<file path="src/rtl/shift_ram_pkg.sv">
// -----------------------------------------------------------------------------
// shift_ram_pkg
// Shared types for the shift_ram_ctrl word store.
//   cmd_op_t : command opcodes carried on cmd_op
//   state_t  : controller FSM states. The encoding is fixed because the
//              controller exposes it on dbg_state.
// -----------------------------------------------------------------------------
package shift_ram_pkg;

    typedef enum logic [1:0] {
        OP_WRITE     = 2'b00,
        OP_READ      = 2'b01,
        OP_SHIFT_OUT = 2'b10,
        OP_SHIFT_IN  = 2'b11
    } cmd_op_t;

    typedef enum logic [1:0] {
        S_IDLE   = 2'd0,
        S_SOUT   = 2'd1,
        S_SIN    = 2'd2,
        S_FINISH = 2'd3
    } state_t;

endpackage

</file>
<file path="src/rtl/shift_ram_ctrl_if.sv">
// -----------------------------------------------------------------------------
// shift_ram_ctrl_if
// Command, read-back and serial signals of shift_ram_ctrl.
//
// Handshake: a command transfers on a rising clk_2 edge where
// cmd_valid && cmd_ready. The requester raises cmd_valid with stable
// cmd_op/cmd_addr/cmd_wdata and holds them until that edge; cmd_ready never
// depends on cmd_valid. rvalid, done and addr_err are one-cycle pulses with
// no back-pressure.
//
// Optional feature macro: SHIFT_RAM_MSB_FIRST_EN adds cmd_msb_first.
//
// Modports: master = requester (drives commands and ser_in),
//           slave  = shift_ram_ctrl.
// -----------------------------------------------------------------------------
interface shift_ram_ctrl_if #(
    parameter int NBITS_DATA = 4,
    parameter int NWORDS     = 4
);
    localparam int ADDR_W = $clog2(NWORDS);

    logic                  cmd_valid;
    logic                  cmd_ready;
    logic [1:0]            cmd_op;
    logic [ADDR_W-1:0]     cmd_addr;
    logic [NBITS_DATA-1:0] cmd_wdata;
`ifdef SHIFT_RAM_MSB_FIRST_EN
    logic                  cmd_msb_first;
`endif
    logic [NBITS_DATA-1:0] rdata;
    logic                  rvalid;
    logic                  ser_in;
    logic                  ser_out;
    logic                  ser_valid;
    logic                  done;
    logic                  addr_err;

    modport master (
        output cmd_valid, cmd_op, cmd_addr, cmd_wdata, ser_in,
`ifdef SHIFT_RAM_MSB_FIRST_EN
        output cmd_msb_first,
`endif
        input  cmd_ready, rdata, rvalid, ser_out, ser_valid, done, addr_err
    );

    modport slave (
        input  cmd_valid, cmd_op, cmd_addr, cmd_wdata, ser_in,
`ifdef SHIFT_RAM_MSB_FIRST_EN
        input  cmd_msb_first,
`endif
        output cmd_ready, rdata, rvalid, ser_out, ser_valid, done, addr_err
    );

endinterface

</file>
<file path="src/rtl/shift_ram_serdes.sv">
// -----------------------------------------------------------------------------
// shift_ram_serdes
// Shift register shared by SHIFT_OUT and SHIFT_IN, with bit counter,
// direction flag (captured on load) and a last-bit flag.
//
// Ports:
//   clk_2, reset_n   clock, synchronous active-low reset
//   load             parallel load of load_data; clears the counter and
//                    captures load_msb_first
//   shift_en         shift one position, inserting shift_in
//   sreg             current register contents
//   ser_bit          bit currently at the output end (LSB or MSB)
//   last             counter is at the final bit of the word
// -----------------------------------------------------------------------------
module shift_ram_serdes #(
    parameter int NBITS_DATA = 4
) (
    input  logic                  clk_2,
    input  logic                  reset_n,
    input  logic                  load,
    input  logic [NBITS_DATA-1:0] load_data,
    input  logic                  load_msb_first,
    input  logic                  shift_en,
    input  logic                  shift_in,
    output logic [NBITS_DATA-1:0] sreg,
    output logic                  ser_bit,
    output logic                  last
);
    localparam int              CNT_W    = $clog2(NBITS_DATA);
    localparam logic [CNT_W-1:0] LAST_CNT = CNT_W'(NBITS_DATA - 1);

    logic [CNT_W-1:0] bit_cnt;
    logic             msb_first_q;

    always_ff @(posedge clk_2) begin
        if (!reset_n) begin
            sreg        <= '0;
            bit_cnt     <= '0;
            msb_first_q <= 1'b0;
        end else if (load) begin
            sreg        <= load_data;
            bit_cnt     <= '0;
            msb_first_q <= load_msb_first;
        end else if (shift_en) begin
            // Same register serves both directions: the bit leaving one end
            // is the one presented on ser_out, the new bit enters the other.
            if (msb_first_q) begin
                sreg <= {sreg[NBITS_DATA-2:0], shift_in};
            end else begin
                sreg <= {shift_in, sreg[NBITS_DATA-1:1]};
            end
            bit_cnt <= bit_cnt + CNT_W'(1);
        end
    end

    assign ser_bit = msb_first_q ? sreg[NBITS_DATA-1] : sreg[0];
    assign last    = (bit_cnt == LAST_CNT);

endmodule

</file>
<file path="src/rtl/shift_ram_ctrl.sv">
// -----------------------------------------------------------------------------
// shift_ram_ctrl
// NWORDS x NBITS_DATA word store with parallel WRITE/READ and bit-serial
// SHIFT_OUT / SHIFT_IN through shift_ram_serdes.
//
// Ports:
//   clk_2      clock, all state changes on the rising edge
//   reset_n    synchronous active-low reset (memory array is not reset)
//   bus        shift_ram_ctrl_if.slave: command, read-back and serial signals
//   dbg_state  current FSM state (shift_ram_pkg::state_t encoding)
//
// Optional feature macro: SHIFT_RAM_MSB_FIRST_EN. When defined,
// bus.cmd_msb_first selects MSB-first serial order per command; otherwise
// serial transfers are LSB-first only.
// -----------------------------------------------------------------------------
module shift_ram_ctrl
    import shift_ram_pkg::*;
#(
    parameter int NBITS_DATA = 4,
    parameter int NWORDS     = 4
) (
    input  logic               clk_2,
    input  logic               reset_n,
    shift_ram_ctrl_if.slave    bus,
    output logic [1:0]         dbg_state
);
    localparam int ADDR_W = $clog2(NWORDS);

    localparam logic [1:0] ST_IDLE   = S_IDLE;
    localparam logic [1:0] ST_SOUT   = S_SOUT;
    localparam logic [1:0] ST_SIN    = S_SIN;
    localparam logic [1:0] ST_FINISH = S_FINISH;

    // One extra bit so NWORDS itself is representable for the range check.
    localparam logic [ADDR_W:0] NWORDS_W = (ADDR_W + 1)'(NWORDS);

    logic [1:0]            state;
    logic [NBITS_DATA-1:0] mem [NWORDS];
    logic [NBITS_DATA-1:0] rdata_q;
    logic                  rvalid_q;
    logic                  addr_err_q;
    logic [ADDR_W-1:0]     addr_q;
    logic                  sin_q;        // current serial op is SHIFT_IN

    cmd_op_t               op;
    logic                  accept;
    logic                  addr_ok;
    logic [NBITS_DATA-1:0] mem_word;
    logic                  msb_first;

    logic                  sd_load;
    logic [NBITS_DATA-1:0] sd_load_data;
    logic                  sd_shift;
    logic                  sd_in;
    logic [NBITS_DATA-1:0] sreg;
    logic                  ser_bit;
    logic                  last_bit;

    assign op       = cmd_op_t'(bus.cmd_op);
    assign accept   = bus.cmd_valid && (state == ST_IDLE);
    assign addr_ok  = ({1'b0, bus.cmd_addr} < NWORDS_W);
    assign mem_word = addr_ok ? mem[bus.cmd_addr] : '0;

`ifdef SHIFT_RAM_MSB_FIRST_EN
    assign msb_first = bus.cmd_msb_first;
`else
    assign msb_first = 1'b0;
`endif

    // SHIFT_OUT loads the addressed word, SHIFT_IN starts from zero.
    assign sd_load      = accept && addr_ok && ((op == OP_SHIFT_OUT) || (op == OP_SHIFT_IN));
    assign sd_load_data = (op == OP_SHIFT_OUT) ? mem_word : '0;
    assign sd_shift     = (state == ST_SOUT) || (state == ST_SIN);
    assign sd_in        = (state == ST_SIN) && bus.ser_in;

    shift_ram_serdes #(
        .NBITS_DATA (NBITS_DATA)
    ) u_serdes (
        .clk_2          (clk_2),
        .reset_n        (reset_n),
        .load           (sd_load),
        .load_data      (sd_load_data),
        .load_msb_first (msb_first),
        .shift_en       (sd_shift),
        .shift_in       (sd_in),
        .sreg           (sreg),
        .ser_bit        (ser_bit),
        .last           (last_bit)
    );

    // FSM and command decode
    always_ff @(posedge clk_2) begin
        if (!reset_n) begin
            state      <= ST_IDLE;
            rdata_q    <= '0;
            rvalid_q   <= 1'b0;
            addr_err_q <= 1'b0;
            addr_q     <= '0;
            sin_q      <= 1'b0;
        end else begin
            rvalid_q   <= 1'b0;
            addr_err_q <= 1'b0;
            case (state)
                ST_IDLE: begin
                    if (accept) begin
                        if (!addr_ok) begin
                            // Accepted but dropped; a READ still answers with 0.
                            addr_err_q <= 1'b1;
                            if (op == OP_READ) begin
                                rdata_q  <= '0;
                                rvalid_q <= 1'b1;
                            end
                        end else begin
                            case (op)
                                OP_READ: begin
                                    rdata_q  <= mem_word;
                                    rvalid_q <= 1'b1;
                                end
                                OP_SHIFT_OUT: begin
                                    state <= ST_SOUT;
                                    sin_q <= 1'b0;
                                end
                                OP_SHIFT_IN: begin
                                    state  <= ST_SIN;
                                    sin_q  <= 1'b1;
                                    addr_q <= bus.cmd_addr;
                                end
                                default: ; // WRITE handled by the memory block
                            endcase
                        end
                    end
                end
                ST_SOUT, ST_SIN: begin
                    if (last_bit) begin
                        state <= ST_FINISH;
                    end
                end
                ST_FINISH: state <= ST_IDLE;
                default:   state <= ST_IDLE;
            endcase
        end
    end

    // Memory array: no reset, single write port. The SHIFT_IN commit happens
    // on the edge leaving FINISH, when no command can be accepted.
    always_ff @(posedge clk_2) begin
        if (reset_n) begin
            if (accept && addr_ok && (op == OP_WRITE)) begin
                mem[bus.cmd_addr] <= bus.cmd_wdata;
            end else if ((state == ST_FINISH) && sin_q) begin
                mem[addr_q] <= sreg;
            end
        end
    end

    assign bus.cmd_ready = (state == ST_IDLE);
    assign bus.rdata     = rdata_q;
    assign bus.rvalid    = rvalid_q;
    assign bus.addr_err  = addr_err_q;
    assign bus.ser_valid = (state == ST_SOUT) || (state == ST_SIN);
    assign bus.ser_out   = (state == ST_SOUT) && ser_bit;
    assign bus.done      = (state == ST_FINISH);
    assign dbg_state     = state;

endmodule
</file>
<file path="src/flat_wrapper.sv">
// flat-port wrapper written by rule: the top's interface ports become plain ports
module shift_ram_ctrl_flat import shift_ram_pkg::*;
#(
    parameter int NBITS_DATA = 4,
    parameter int NWORDS     = 4
)
  (clk_2, reset_n, dbg_state, bus_cmd_valid, bus_cmd_op, bus_cmd_addr, bus_cmd_wdata, bus_ser_in, bus_cmd_ready, bus_rdata, bus_rvalid, bus_ser_out, bus_ser_valid, bus_done, bus_addr_err);
  shift_ram_ctrl_if #(.NBITS_DATA(NBITS_DATA), .NWORDS(NWORDS)) bus_i ();
  input  logic clk_2;
  input  logic reset_n;
  output logic [1:0] dbg_state;
  input wire logic [$bits(bus_i.cmd_valid)-1:0] bus_cmd_valid;
  input wire logic [$bits(bus_i.cmd_op)-1:0] bus_cmd_op;
  input wire logic [$bits(bus_i.cmd_addr)-1:0] bus_cmd_addr;
  input wire logic [$bits(bus_i.cmd_wdata)-1:0] bus_cmd_wdata;
  input wire logic [$bits(bus_i.ser_in)-1:0] bus_ser_in;
  output wire logic [$bits(bus_i.cmd_ready)-1:0] bus_cmd_ready;
  output wire logic [$bits(bus_i.rdata)-1:0] bus_rdata;
  output wire logic [$bits(bus_i.rvalid)-1:0] bus_rvalid;
  output wire logic [$bits(bus_i.ser_out)-1:0] bus_ser_out;
  output wire logic [$bits(bus_i.ser_valid)-1:0] bus_ser_valid;
  output wire logic [$bits(bus_i.done)-1:0] bus_done;
  output wire logic [$bits(bus_i.addr_err)-1:0] bus_addr_err;
  assign bus_i.cmd_valid = bus_cmd_valid;
  assign bus_i.cmd_op = bus_cmd_op;
  assign bus_i.cmd_addr = bus_cmd_addr;
  assign bus_i.cmd_wdata = bus_cmd_wdata;
  assign bus_i.ser_in = bus_ser_in;
  assign bus_cmd_ready = bus_i.cmd_ready;
  assign bus_rdata = bus_i.rdata;
  assign bus_rvalid = bus_i.rvalid;
  assign bus_ser_out = bus_i.ser_out;
  assign bus_ser_valid = bus_i.ser_valid;
  assign bus_done = bus_i.done;
  assign bus_addr_err = bus_i.addr_err;
  shift_ram_ctrl #(.NBITS_DATA(NBITS_DATA), .NWORDS(NWORDS)) u_core (.clk_2(clk_2), .reset_n(reset_n), .bus(bus_i), .dbg_state(dbg_state));
endmodule
</file>
<file path="config.mk">
export PLATFORM = sky130hd
export DESIGN_NAME = shift_ram_ctrl_flat
export DESIGN_NICKNAME = d
export VERILOG_FILES = /design/src/rtl/shift_ram_pkg.sv /design/src/rtl/shift_ram_ctrl_if.sv /design/src/rtl/shift_ram_serdes.sv /design/src/rtl/shift_ram_ctrl.sv /design/src/flat_wrapper.sv
export SDC_FILE = /design/constraint.sdc
export NUM_CORES = 1
export LEC_CHECK = 0
export ABC_AREA = 1
export ABC_CLOCK_PERIOD_IN_PS = 2100
export CAP_MARGIN = 20
export CORE_ASPECT_RATIO = 2
export CORE_MARGIN = 3
export CORE_UTILIZATION = 55
export CTS_BUF_LIST = sky130_fd_sc_hd__clkbuf_4
export DETAILED_ROUTE_END_ITERATION = 6
export PLACE_DENSITY = 0.91
export RECOVER_POWER = 50
export SLEW_MARGIN = 20
export SYNTH_ARGS = -nofsm -noshare
export SYNTH_HDL_FRONTEND = slang
export SYNTH_SLANG_ARGS = --single-unit
</file>
<file path="constraint.sdc">
create_clock -name clk_2 -period 2.1 [get_ports clk_2]
set_input_delay 0.63 -clock clk_2 [delete_from_list [all_inputs] [get_ports clk_2]]
set_output_delay 0.63 -clock clk_2 [all_outputs]
set_load 0.02 [all_outputs]
</file>
==> flow_summary_export.csv <==
group,metric,value,unit
detailed_routing,viasPerCell,5.52,
detailed_routing,routed_wl,3.98,mm
global_route,overflow,0,
clock_tree,cts_setup_buffers,0,
run_status,run_status,"finished clean",
global_route,track_usage,24.5,%
synthesis,synth_area_per_cell,8.08,um^2
timing,period_needed,2.04,ns
synthesis,postSynthNetCount,214,
detailed_routing,wire_per_inst,14.5,um
power,p_clk_share,17.8,%
cells_and_area,multi_input_area,657,um^2
setup_path,start_kind,"flip-flop",
power,p_seq_share,41.1,%
power,p_leak,0.936,nW
placed_design,port_buffers,22,
synthesis,synth_seq_cells,32,
timing,fin_crit_sh,96.9,%
detailed_routing,vias,1513,
detailed_routing,drc,0,
cells_and_area,fin_util,76.0,%
synthesis,synthTopCellsByArea,"edfxtp_1 30%, dfxtp_1 20%, nand2_1 14%",
placed_design,hpwl,3.09,mm
synthesis,synth_cell_types,23,
setup_path,critical_path_class,"reg2out",
setup_path,endpoint_kind,"primary output",
setup_path,path_max_fanout,3,
setup_path,crit_path_cell_trace,"buf_4 > clkdlybuf4s50_1",
setup_path,cp.arrival,1.41,ns
global_route,grt_pass1_vias,1576,
global_route,antenna_found_initial,0,
die,dieWidth,43.9,um
die,dieArea,3600,um^2
synthesis,synth_ff_type,"edfxtp_1",
synthesis,syn_inst,196,
power,pwr-share-comb,41.1,%
cells_and_area,num_antenna_cells,0,
power,ir_worst_vdd,0.000879,V
timing,clock_skew,0.0112,ns
setup_path,cpMaxStageDelayCell,"clkdlybuf4s50_1",
power,switching_share,38.7,%
cells_and_area,final.fill_count,180,
synthesis,ys_seq_area_share,50.6,%
cells_and_area,seqCellArea,801,um^2
timing,rsz0062_at_grt,"no",
timing,maxSlewViolCount,0,
placed_design,gp_congestion,0.884,
synthesis,ys_warn_count,0,
synthesis,yosysTopAreaCellShare,30.4,%
detailed_routing,drtIter0Drc,32,
power,p_sw,0.748,mW
placed_design,placed_cell_area,1990,um^2
run,drv_cap,0,
die,core_area,2640,um^2
synthesis,synth-edff-count,16,
synthesis,syn-cell-area,1580,um^2
setup_path,cp_slowest_stage_delay,0.60,ns
clock_tree,cts.clk_slew.worst_paths,0.10,ns
die,core.rowCount,26,
power,intPower,1.18,mW
detailed_routing,ant_nets,0,
global_route,grt_first_pass_wirelength,6.34,mm
clock_tree,cts_buffers,5,
clock_tree,cts_tree,"done",
setup_path,worstPathRequired,1.47,ns
die,io_pins,24,
synthesis,synth_most_common_cell,"nand2_1",
cells_and_area,syn_to_final_growth,26.6,%
power,fin_total_pwr,1.93,mW
power,power_density,965,nW/um^2
cells_and_area,drive_gt1_share,12.2,%
clock_tree,root_buffer,"clkbuf_4",
clock_tree,htreeDepth,2,
detailed_routing,first_pass_iters,4,
clock_tree,clock_path_buffers,2,
timing,final-hold-violation-count,0,
cells_and_area,fin_nets,263,
global_route,grt_start_max_net_pins,11,
cells_and_area,final_cell_area,2000,um^2
synthesis,synth_top_cell_by_area,"edfxtp_1",
timing,whs,0.490,ns
die,start_util,60.1,%
clock_tree,cts.sinks,32,
timing,max_clock_freq,0.491,GHz
timing,setup_viol,0,
clock_tree,clk_latency,0.34,ns
die,dieHeight,81.9,um
synthesis,synthArstFlopShare,0,%
synthesis,ys_top_cells_by_count,"61 x nand2_1, 24 x inv_1, 22 x nand3_1",
min_path,hp-class,"reg2reg",
clock_tree,ctsHoldBuffers,0,
[cell usage in the layout, fill, tap and decap left out]
cell type,n
a21oi_1,9
buf_4,18
clkbuf_1,5
clkbuf_2,1
clkbuf_4,7
clkdlybuf4s15_1,1
clkdlybuf4s50_1,16
clkinv_1,3
conb_1,1
dfxtp_1,16
dlygate4sd2_1,2
dlygate4sd3_1,1
edfxtp_1,16
ha_1,6
inv_1,24
nand2_1,61
nand2_4,2
nand3_1,23
nand3b_1,1
nand4_1,1
nor2_1,16
nor2_2,1
nor2_4,1
o21ai_0,12
o22ai_1,1
xnor2_1,1
[stage by stage]
stage	worst slack (ns)	cells	TNS [ns]
6_report	0.0646	274	0
4_1_cts	0.0155	274	0
2_1_floorplan	0.131	196	0
3_5_place_dp	-0.0802	266	-0.675
5_1_grt	0.0169	274	0
3_3_place_gp	-0.0151	266	-0.0956
[worst max-delay path: cells and delay by family (launching register included)]
family	cells	cell delay, ns
flip-flops	1	0.35
buffers and inverters	2	0.73
[final timing paths]
check / start / end / slack, ns / cells past startpoint
setup / recovery: u_core.dbg_state[1] / dbg_state[1] / 0.06 / 2
hold / removal: u_core.u_serdes.bit_cnt[1] / u_core.u_serdes.bit_cnt[1] / 0.49 / 2
setup reg to reg: u_core.dbg_state[1] / u_core.mem[0][2] / 0.21 / 10
hold reg to reg: u_core.u_serdes.bit_cnt[1] / u_core.u_serdes.bit_cnt[1] / 0.49 / 2
[area by class of cell]
class	instances	area share (%)
multi-input combinational	136	32.8
clock inverter	2	0.375
clock buffer	6	2.25
tap	28	1.75
timing repair buffer	45	18.2
inverter	25	4.68
sequential	32	40.0
[per-layer routing]
| layer | part of all wire (%) | global-route usage, % | vias up | wire [um] |
|---|---|---|---|---|
| li1 | - | - | 729 | - |
| met1 | 34 | 20.2 | 688 | 1340 |
| met2 | 54 | 45.5 | 69 | 2130 |
| met3 | 4.9 | 4.61 | 27 | 194 |
| met4 | 7.7 | 22.4 | 0 | 308 |
| met5 | 0 | 0 | - | 0 |
[kinds of logic (layout without fill, tap and decap cells)]
logic type / Yosys count / after routing / share of synthesized area [%]
flip-flops: 32 / 32 / 50.6
buffers and inverters: 28 / 78 / 6.96
adder cells (fa/ha/maj): 6 / 6 / 4.74
AND/OR/NAND/NOR: 106 / 106 / 29.9
AO/OA/AOI/OAI: 22 / 22 / 7.04
other: 1 / 1 / 0.237
XOR/XNOR: 1 / 1 / 0.553
[repair_timing]
item / CTS / global route
cloned: 0 / 0
hold endpoints to repair: 0 / 0
setup endpoints to repair: 4 / 3
gates resized for setup: 4 / 4
[flip-flops by register name, summed over array words and instances, names as in the netlist]
register                 flops
u_core.addr_q                2
u_core.bus.rdata             4
u_core.bus.rvalid            1
u_core.dbg_state             2
u_core.mem                  16
u_core.sin_q                 1
u_core.u_serdes.bit_cnt      2
u_core.u_serdes.sreg         4
[power by group through the flow]
stage	combinational, mW	clock [mW]	sequential [mW]
floorplan	0.463	0	0.825
global placement	0.810	0	0.805
detailed placement	0.841	0	0.805
CTS	0.833	0.345	0.792
global route	0.868	0.380	0.799
finish	0.794	0.344	0.795
No activity file was read; power rests on OpenSTA's default activity.
